### config.mk
export PLATFORM = sky130hd
export DESIGN_NAME = hazard_ctrl
export DESIGN_NICKNAME = d
export VERILOG_FILES = /design/src/rtl/hazard_ctrl.sv
export SDC_FILE = /design/constraint.sdc
export NUM_CORES = 1
export LEC_CHECK = 0
export BUFFER_PORTS_ARGS = -buffer_cell sky130_fd_sc_hd__buf_2
export CAP_MARGIN = 20
export CORE_ASPECT_RATIO = 0.7
export CORE_UTILIZATION = 43
export DETAILED_ROUTE_END_ITERATION = 6
export PLACE_DENSITY = 0.72
export SETUP_SLACK_MARGIN = 0.1
export SLEW_MARGIN = 10
export SYNTH_ARGS = -nofsm -noshare
export SYNTH_HDL_FRONTEND = slang
export SYNTH_SLANG_ARGS = --single-unit
### constraint.sdc
create_clock -name clk -period 2.1 [get_ports clk]
set_input_delay 0.315 -clock clk [delete_from_list [all_inputs] [get_ports clk]]
set_output_delay 0.315 -clock clk [all_outputs]
set_load 0.01 [all_outputs]
### src/rtl/hazard_ctrl.sv
// Pipeline hazard control: load-use stalls, taken-branch flushes and
// shared-SRAM structural stalls, plus saturating stall/flush counters.
module hazard_ctrl #(
  parameter int unsigned MEM_CYCLES = 2,
  parameter int unsigned CNT_W      = 16
) (
  input  logic             clk,
  input  logic             rst,
  input  logic [3:0]       id_rs_addr,
  input  logic             id_rs_used,
  input  logic [3:0]       id_rt_addr,
  input  logic             id_rt_used,
  input  logic             exe_mem_read,
  input  logic             exe_reg_write,
  input  logic [3:0]       exe_reg_addr,
  input  logic             exe_branch_taken,
  input  logic             mem_access_req,
  input  logic             perf_clr,
  output logic             pc_hold,
  output logic             if_id_hold,
  output logic             if_id_flush,
  output logic             id_exe_hold,
  output logic             id_exe_flush,
  output logic             exe_mem_hold,
  output logic             mem_ack,
  output logic [CNT_W-1:0] stall_count,
  output logic [CNT_W-1:0] flush_count
);

  typedef enum logic {RUN, MEM_WAIT} state_t;

  localparam logic [3:0] CNT_INIT = 4'(MEM_CYCLES - 1);

  state_t     state_q, state_d;
  logic [3:0] cnt_q, cnt_d;
  logic       lu;
  logic       any_hold;

  assign lu = exe_mem_read & exe_reg_write &
              ((id_rs_used & (id_rs_addr == exe_reg_addr)) |
               (id_rt_used & (id_rt_addr == exe_reg_addr)));

  // State and wait-counter register
  always_ff @(posedge clk or negedge rst) begin
    if (!rst) begin
      state_q <= RUN;
      cnt_q   <= '0;
    end else begin
      state_q <= state_d;
      cnt_q   <= cnt_d;
    end
  end

  // Next-state and wait-counter logic
  always_comb begin
    state_d = state_q;
    cnt_d   = cnt_q;
    case (state_q)
      RUN: begin
        if (mem_access_req) begin
          state_d = MEM_WAIT;
          cnt_d   = CNT_INIT;
        end
      end
      MEM_WAIT: begin
        if (cnt_q != '0) cnt_d = cnt_q - 4'd1;
        else             state_d = RUN;
      end
      default: state_d = RUN;
    endcase
  end

  // Mealy control outputs; the ack cycle falls through to branch/load-use rules
  always_comb begin
    pc_hold      = 1'b0;
    if_id_hold   = 1'b0;
    if_id_flush  = 1'b0;
    id_exe_hold  = 1'b0;
    id_exe_flush = 1'b0;
    exe_mem_hold = 1'b0;
    mem_ack      = 1'b0;
    if ((state_q == RUN && mem_access_req) ||
        (state_q == MEM_WAIT && cnt_q != '0)) begin
      pc_hold      = 1'b1;
      if_id_hold   = 1'b1;
      id_exe_hold  = 1'b1;
      exe_mem_hold = 1'b1;
    end else begin
      mem_ack = (state_q == MEM_WAIT);
      if (exe_branch_taken) begin
        if_id_flush  = 1'b1;
        id_exe_flush = 1'b1;
      end else if (lu) begin
        pc_hold      = 1'b1;
        if_id_hold   = 1'b1;
        id_exe_flush = 1'b1;
      end
    end
    if (!rst) begin
      pc_hold      = 1'b0;
      if_id_hold   = 1'b0;
      if_id_flush  = 1'b0;
      id_exe_hold  = 1'b0;
      id_exe_flush = 1'b0;
      exe_mem_hold = 1'b0;
      mem_ack      = 1'b0;
    end
  end

  assign any_hold = pc_hold | if_id_hold | id_exe_hold | exe_mem_hold;

  // Saturating performance counters; clear wins over increment
  always_ff @(posedge clk or negedge rst) begin
    if (!rst) begin
      stall_count <= '0;
      flush_count <= '0;
    end else if (perf_clr) begin
      stall_count <= '0;
      flush_count <= '0;
    end else begin
      if (any_hold && stall_count != '1)     stall_count <= stall_count + 1'b1;
      if (id_exe_flush && flush_count != '1) flush_count <= flush_count + 1'b1;
    end
  end

endmodule

==> flow_summary_export.csv <==
group,metric,value,unit
worst_setup_path,criticalPathCategory,"reg2out",
detailed_routing,wl_met1,3110,µm
place,dpl-instance-area,0.00286,mm²
sta,min_period_over_period,107,%
floorplanning,floorplan.die.width,89.5,µm
worst_setup_path,rr_worst_depth,10,
global_route,aggregate_global_route_resource_usage,24.1,%
synthesis,synth_seq_area_share,40.2,%
global_route,antenna_found_initial,0,
power_and_ir_drop,peakVddDrop,0.000398,V
worst_setup_path,critical_path.startpoint,"cnt_q[0]$_DFFE_PN0P_",
sta,worst-slew-pin-transition,0.377,ns
cts,cts_buffers,5,
cts,cts_hold_buffers,0,
place,preCtsSetupSlack,-0.0546,ns
detailed_routing,highest_layer,"met4",
detailed_routing,post_drt_via_cell_ratio,5.70,
worst_setup_path,critPathMaxFanout,2,
cts,clkTransAtPathRegs,0.08,ns
sta,achievable-frequency,446,MHz
synthesis,netlist_instances,256,
worst_setup_path,reg2reg_capture_point,"stall_count[12]$_DFFE_PN0P_",
final_layout,finish.instance_area,0.00341,mm²
detailed_routing,final_antenna_net_count,0,
synthesis,synthArstFlopShare,100,%
floorplanning,fp-row-count,21,
sta,finalSetupViolCount,8,
sta,finalHoldViolations,0,
job,max_cap_violations,0,
synthesis,synth_edf_count,0,
sta,max_slew_vio_count,0,
synthesis,ys_ff_latch,37,
synthesis,synth_compound_gate_area_share,15.4,%
synthesis,synth_top_family_by_area,"simple AND/OR/NAND/NOR gates",
cts,root_buffer,"sky130_fd_sc_hd__clkbuf_8",
power_and_ir_drop,leakage_power_summed_over_all_cells,1.53,nW
synthesis,ys.flop_type,"sky130_fd_sc_hd__dfrtp_1",
global_route,grt.overflow.total,0,
detailed_routing,detailedRoute.firstIterationViolations,160,
synthesis,share_of_the_synthesized_netlist_area_taken_by_xor_and_xnor_gates,3.42,%
floorplanning,die_area,0.00566,mm²
sta,unrepaired_setup_endpoints_after_global_routing,"true",
synthesis,synth.cell_area,0.00230,mm²
sta,final.min_clock_period,2.24,ns
detailed_routing,avgRoutedWirePerCell,15.9,µm
detailed_routing,sum_of_met2_wire_segment_lengths_after_detailed_routing,3140,µm
detailed_routing,detailroute.wirelength.met3,480,µm
run_status,outcome,"complete, but fails checks",
synthesis,synth_warnings,0,
global_route,grt_max_degree,27,
place,gp_congestion,0.846,
worst_setup_path,reg2reg_from,"cnt_q[0]$_DFFE_PN0P_",
run_status,violations,"setup timing",
place,detailed_place_hpwl,4130,µm
synthesis,share_of_synthesized_cell_area_in_and_or_nand_and_nor_gates,30.3,%
floorplanning,die_y,63.2,µm
detailed_routing,total_iterations_of_the_first_detailed_routing_run,4,
worst_setup_path,worst_setup_path_end_kind,"output port",
detailed_routing,routed_wl,6850,µm
global_route,global_route_wire_length_before_repair,10500,µm
detailed_routing,vias,2453,
worst_setup_path,worst-r2r-setup-slack,-0.13,ns
synthesis,synthMuxAreaShare,3.75,%
cts,numClockSinks,37,
synthesis,yosysUniqueCellTypes,50,
final_layout,areaGrowthSynthToFinish,48.3,%
final_layout,num_antenna_cells,0,
worst_setup_path,required,1.78,ns
place,portBuffers,59,
worst_setup_path,critPathLaunchType,"flip-flop",
cts,cts.htree.levels,2,
worst_setup_path,worst_ep_arrival,1.93,ns
floorplanning,coreArea,0.00497,mm²
synthesis,syn_avg_cell_area,8.99,µm²
global_route,first_global_vias,2169,
floorplanning,start_util,46.4,%
detailed_routing,route.detailed.drc,0,
sta,clock_skew,0.00586,ns
floorplanning,boundaryPins,60,
sta,setup_slack,-0.141,ns
final_layout,post_route_cells_drive_above_1_share,47.9,%
sta,totalNegativeSetupSlack,-0.680,ns
final_layout,layout.nets,385,
sta,hold_slack,0.00778,ns
power_and_ir_drop,power_density,728,mW/mm²
sta,max-slew-margin-rel,74.8,%
worst_hold_path,holdCritPathClass,"in2async",
synthesis,adder_cell_area_share_of_the_yosys_netlist,1.63,%
synthesis,syn-num-nets,280,
cts,clk_path_buf_depth,2,
cts,insertion_delay,0.30,ns
cts,cts_tree,"done",
## per-stage QoR
| step | instances | total power, mW | utilization (%) |
|---|---|---|---|
| 2_1_floorplan | 256 | 1.34 | - |
| 3_3_place_gp | 402 | 1.57 | 57.5 |
| 3_5_place_dp | 402 | 1.59 | 57.5 |
| 4_1_cts | 426 | 2.36 | 64.2 |
| 5_1_grt | 430 | 2.63 | 68.7 |
| 6_report | 430 | 2.49 | 68.7 |
## cells by family after synthesis
kind of cell,count (synthesis)
DFF,37
and+or+nand+nor,122
buffers and inverters,21
xor gates and xnor gates,9
AOI/OAI and AO/OA,56
adders and majority gates,3
muxes,8
## synth_stat cells (2+ instances only)
cell type | count | share of area (%)
sky130_fd_sc_hd__nor2_1 | 16 | 2.6
sky130_fd_sc_hd__o21ai_0 | 12 | 2.6
sky130_fd_sc_hd__and3_1 | 6 | 1.6
sky130_fd_sc_hd__nor4_1 | 5 | 1.4
sky130_fd_sc_hd__inv_1 | 5 | 0.82
sky130_fd_sc_hd__a21oi_1 | 20 | 4.3
sky130_fd_sc_hd__ha_1 | 3 | 1.6
sky130_fd_sc_hd__xnor2_1 | 3 | 1.1
sky130_fd_sc_hd__nor3_2 | 2 | 0.87
sky130_fd_sc_hd__nor2b_1 | 7 | 1.9
sky130_fd_sc_hd__or4b_1 | 2 | 0.87
sky130_fd_sc_hd__xor2_1 | 6 | 2.3
sky130_fd_sc_hd__mux2i_1 | 3 | 1.3
sky130_fd_sc_hd__clkbuf_1 | 5 | 0.82
sky130_fd_sc_hd__or4_1 | 9 | 2.9
sky130_fd_sc_hd__nand2b_1 | 2 | 0.54
sky130_fd_sc_hd__dfrtp_1 | 37 | 40
sky130_fd_sc_hd__buf_6 | 4 | 2.0
sky130_fd_sc_hd__mux2_2 | 4 | 2.0
sky130_fd_sc_hd__o31ai_1 | 10 | 3.3
sky130_fd_sc_hd__nand4_1 | 12 | 3.3
sky130_fd_sc_hd__or3_1 | 10 | 2.7
sky130_fd_sc_hd__buf_4 | 2 | 0.65
sky130_fd_sc_hd__and4_1 | 3 | 1.1
sky130_fd_sc_hd__nor3_1 | 4 | 0.87
sky130_fd_sc_hd__o31a_1 | 2 | 0.76
sky130_fd_sc_hd__nand3_1 | 11 | 2.4
sky130_fd_sc_hd__nand2_1 | 24 | 3.9
sky130_fd_sc_hd__and2_1 | 2 | 0.54
sky130_fd_sc_hd__o21bai_1 | 2 | 0.65
sky130_fd_sc_hd__buf_2 | 4 | 0.87
## registers in the layout, indices dropped and copies added, names as in the netlist
name         cells
state_q          1
flush_count     16
stall_count     16
cnt_q            4
## placed cells by master, fill, tap and decap left out, drive strengths merged, types with 5 or more instances in the layout
cell / count
buf: 111
dfrtp: 37
nand2: 27
a21oi: 21
nor2: 17
nand4: 12
o21ai: 12
nand3: 11
or3: 10
o31ai: 10
or4: 9
nor2b: 7
clkbuf: 7
xor2: 6
and3: 6
nor3: 6
mux2: 5
inv: 5
nor4: 5
## area by class of cell
type                            instances  area, µm²
Tap cell                               69       86.3
Multi-Input combinational cell        200       1550
Timing Repair Buffer                  111        739
Fill cell                             381       1550
Clock buffer                            7       86.3
Sequential cell                        37        926
Inverter                                6       25.0
## where the power goes
part	total, mW	internal (mW)	switching (mW)
clock network	0.523	0.261	0.262
registers	0.829	0.773	0.0562
logic	1.13	0.583	0.551
total	2.49	1.62	0.869
## timing repair
action	CTS	global route
resized for setup	23	49
buffers inserted	15	4
setup endpoints to repair	29	36
pin swaps	27	22
cloned	2	0
## worst max-delay path by stage
stage	to	slack [ns]	depth (start not counted)
6_report	pc_hold	-0.14	9
3_5_place_dp	flush_count[5]$_DFFE_PN0P_	-0.05	7
5_1_grt	pc_hold	-0.22	9
3_3_place_gp	flush_count[5]$_DFFE_PN0P_	-0.03	7
4_1_cts	pc_hold	-0.1	9
2_1_floorplan	stall_count[12]$_DFFE_PN0P_	0.08	9
## layer usage
metal  vias to the layer above  global-route usage, %
met5                         -                      0
met4                         0                   7.94
met3                        11                   5.24
met2                        92                   36.3
met1                      1184                   34.3
li1                       1166                      -
## worst max-delay path, stage by stage, from the launching register on
cell	delay (ns)
sky130_fd_sc_hd__dfrtp_1	0.39
sky130_fd_sc_hd__inv_2	0.09
sky130_fd_sc_hd__ha_4	0.13
sky130_fd_sc_hd__nor3b_4	0.22
sky130_fd_sc_hd__a21oi_4	0.08
sky130_fd_sc_hd__a32oi_1	0.20
sky130_fd_sc_hd__o31a_1	0.25
sky130_fd_sc_hd__buf_6	0.14
sky130_fd_sc_hd__inv_4	0.03
sky130_fd_sc_hd__buf_6	0.11
No activity file was read; power rests on OpenSTA's default activity.
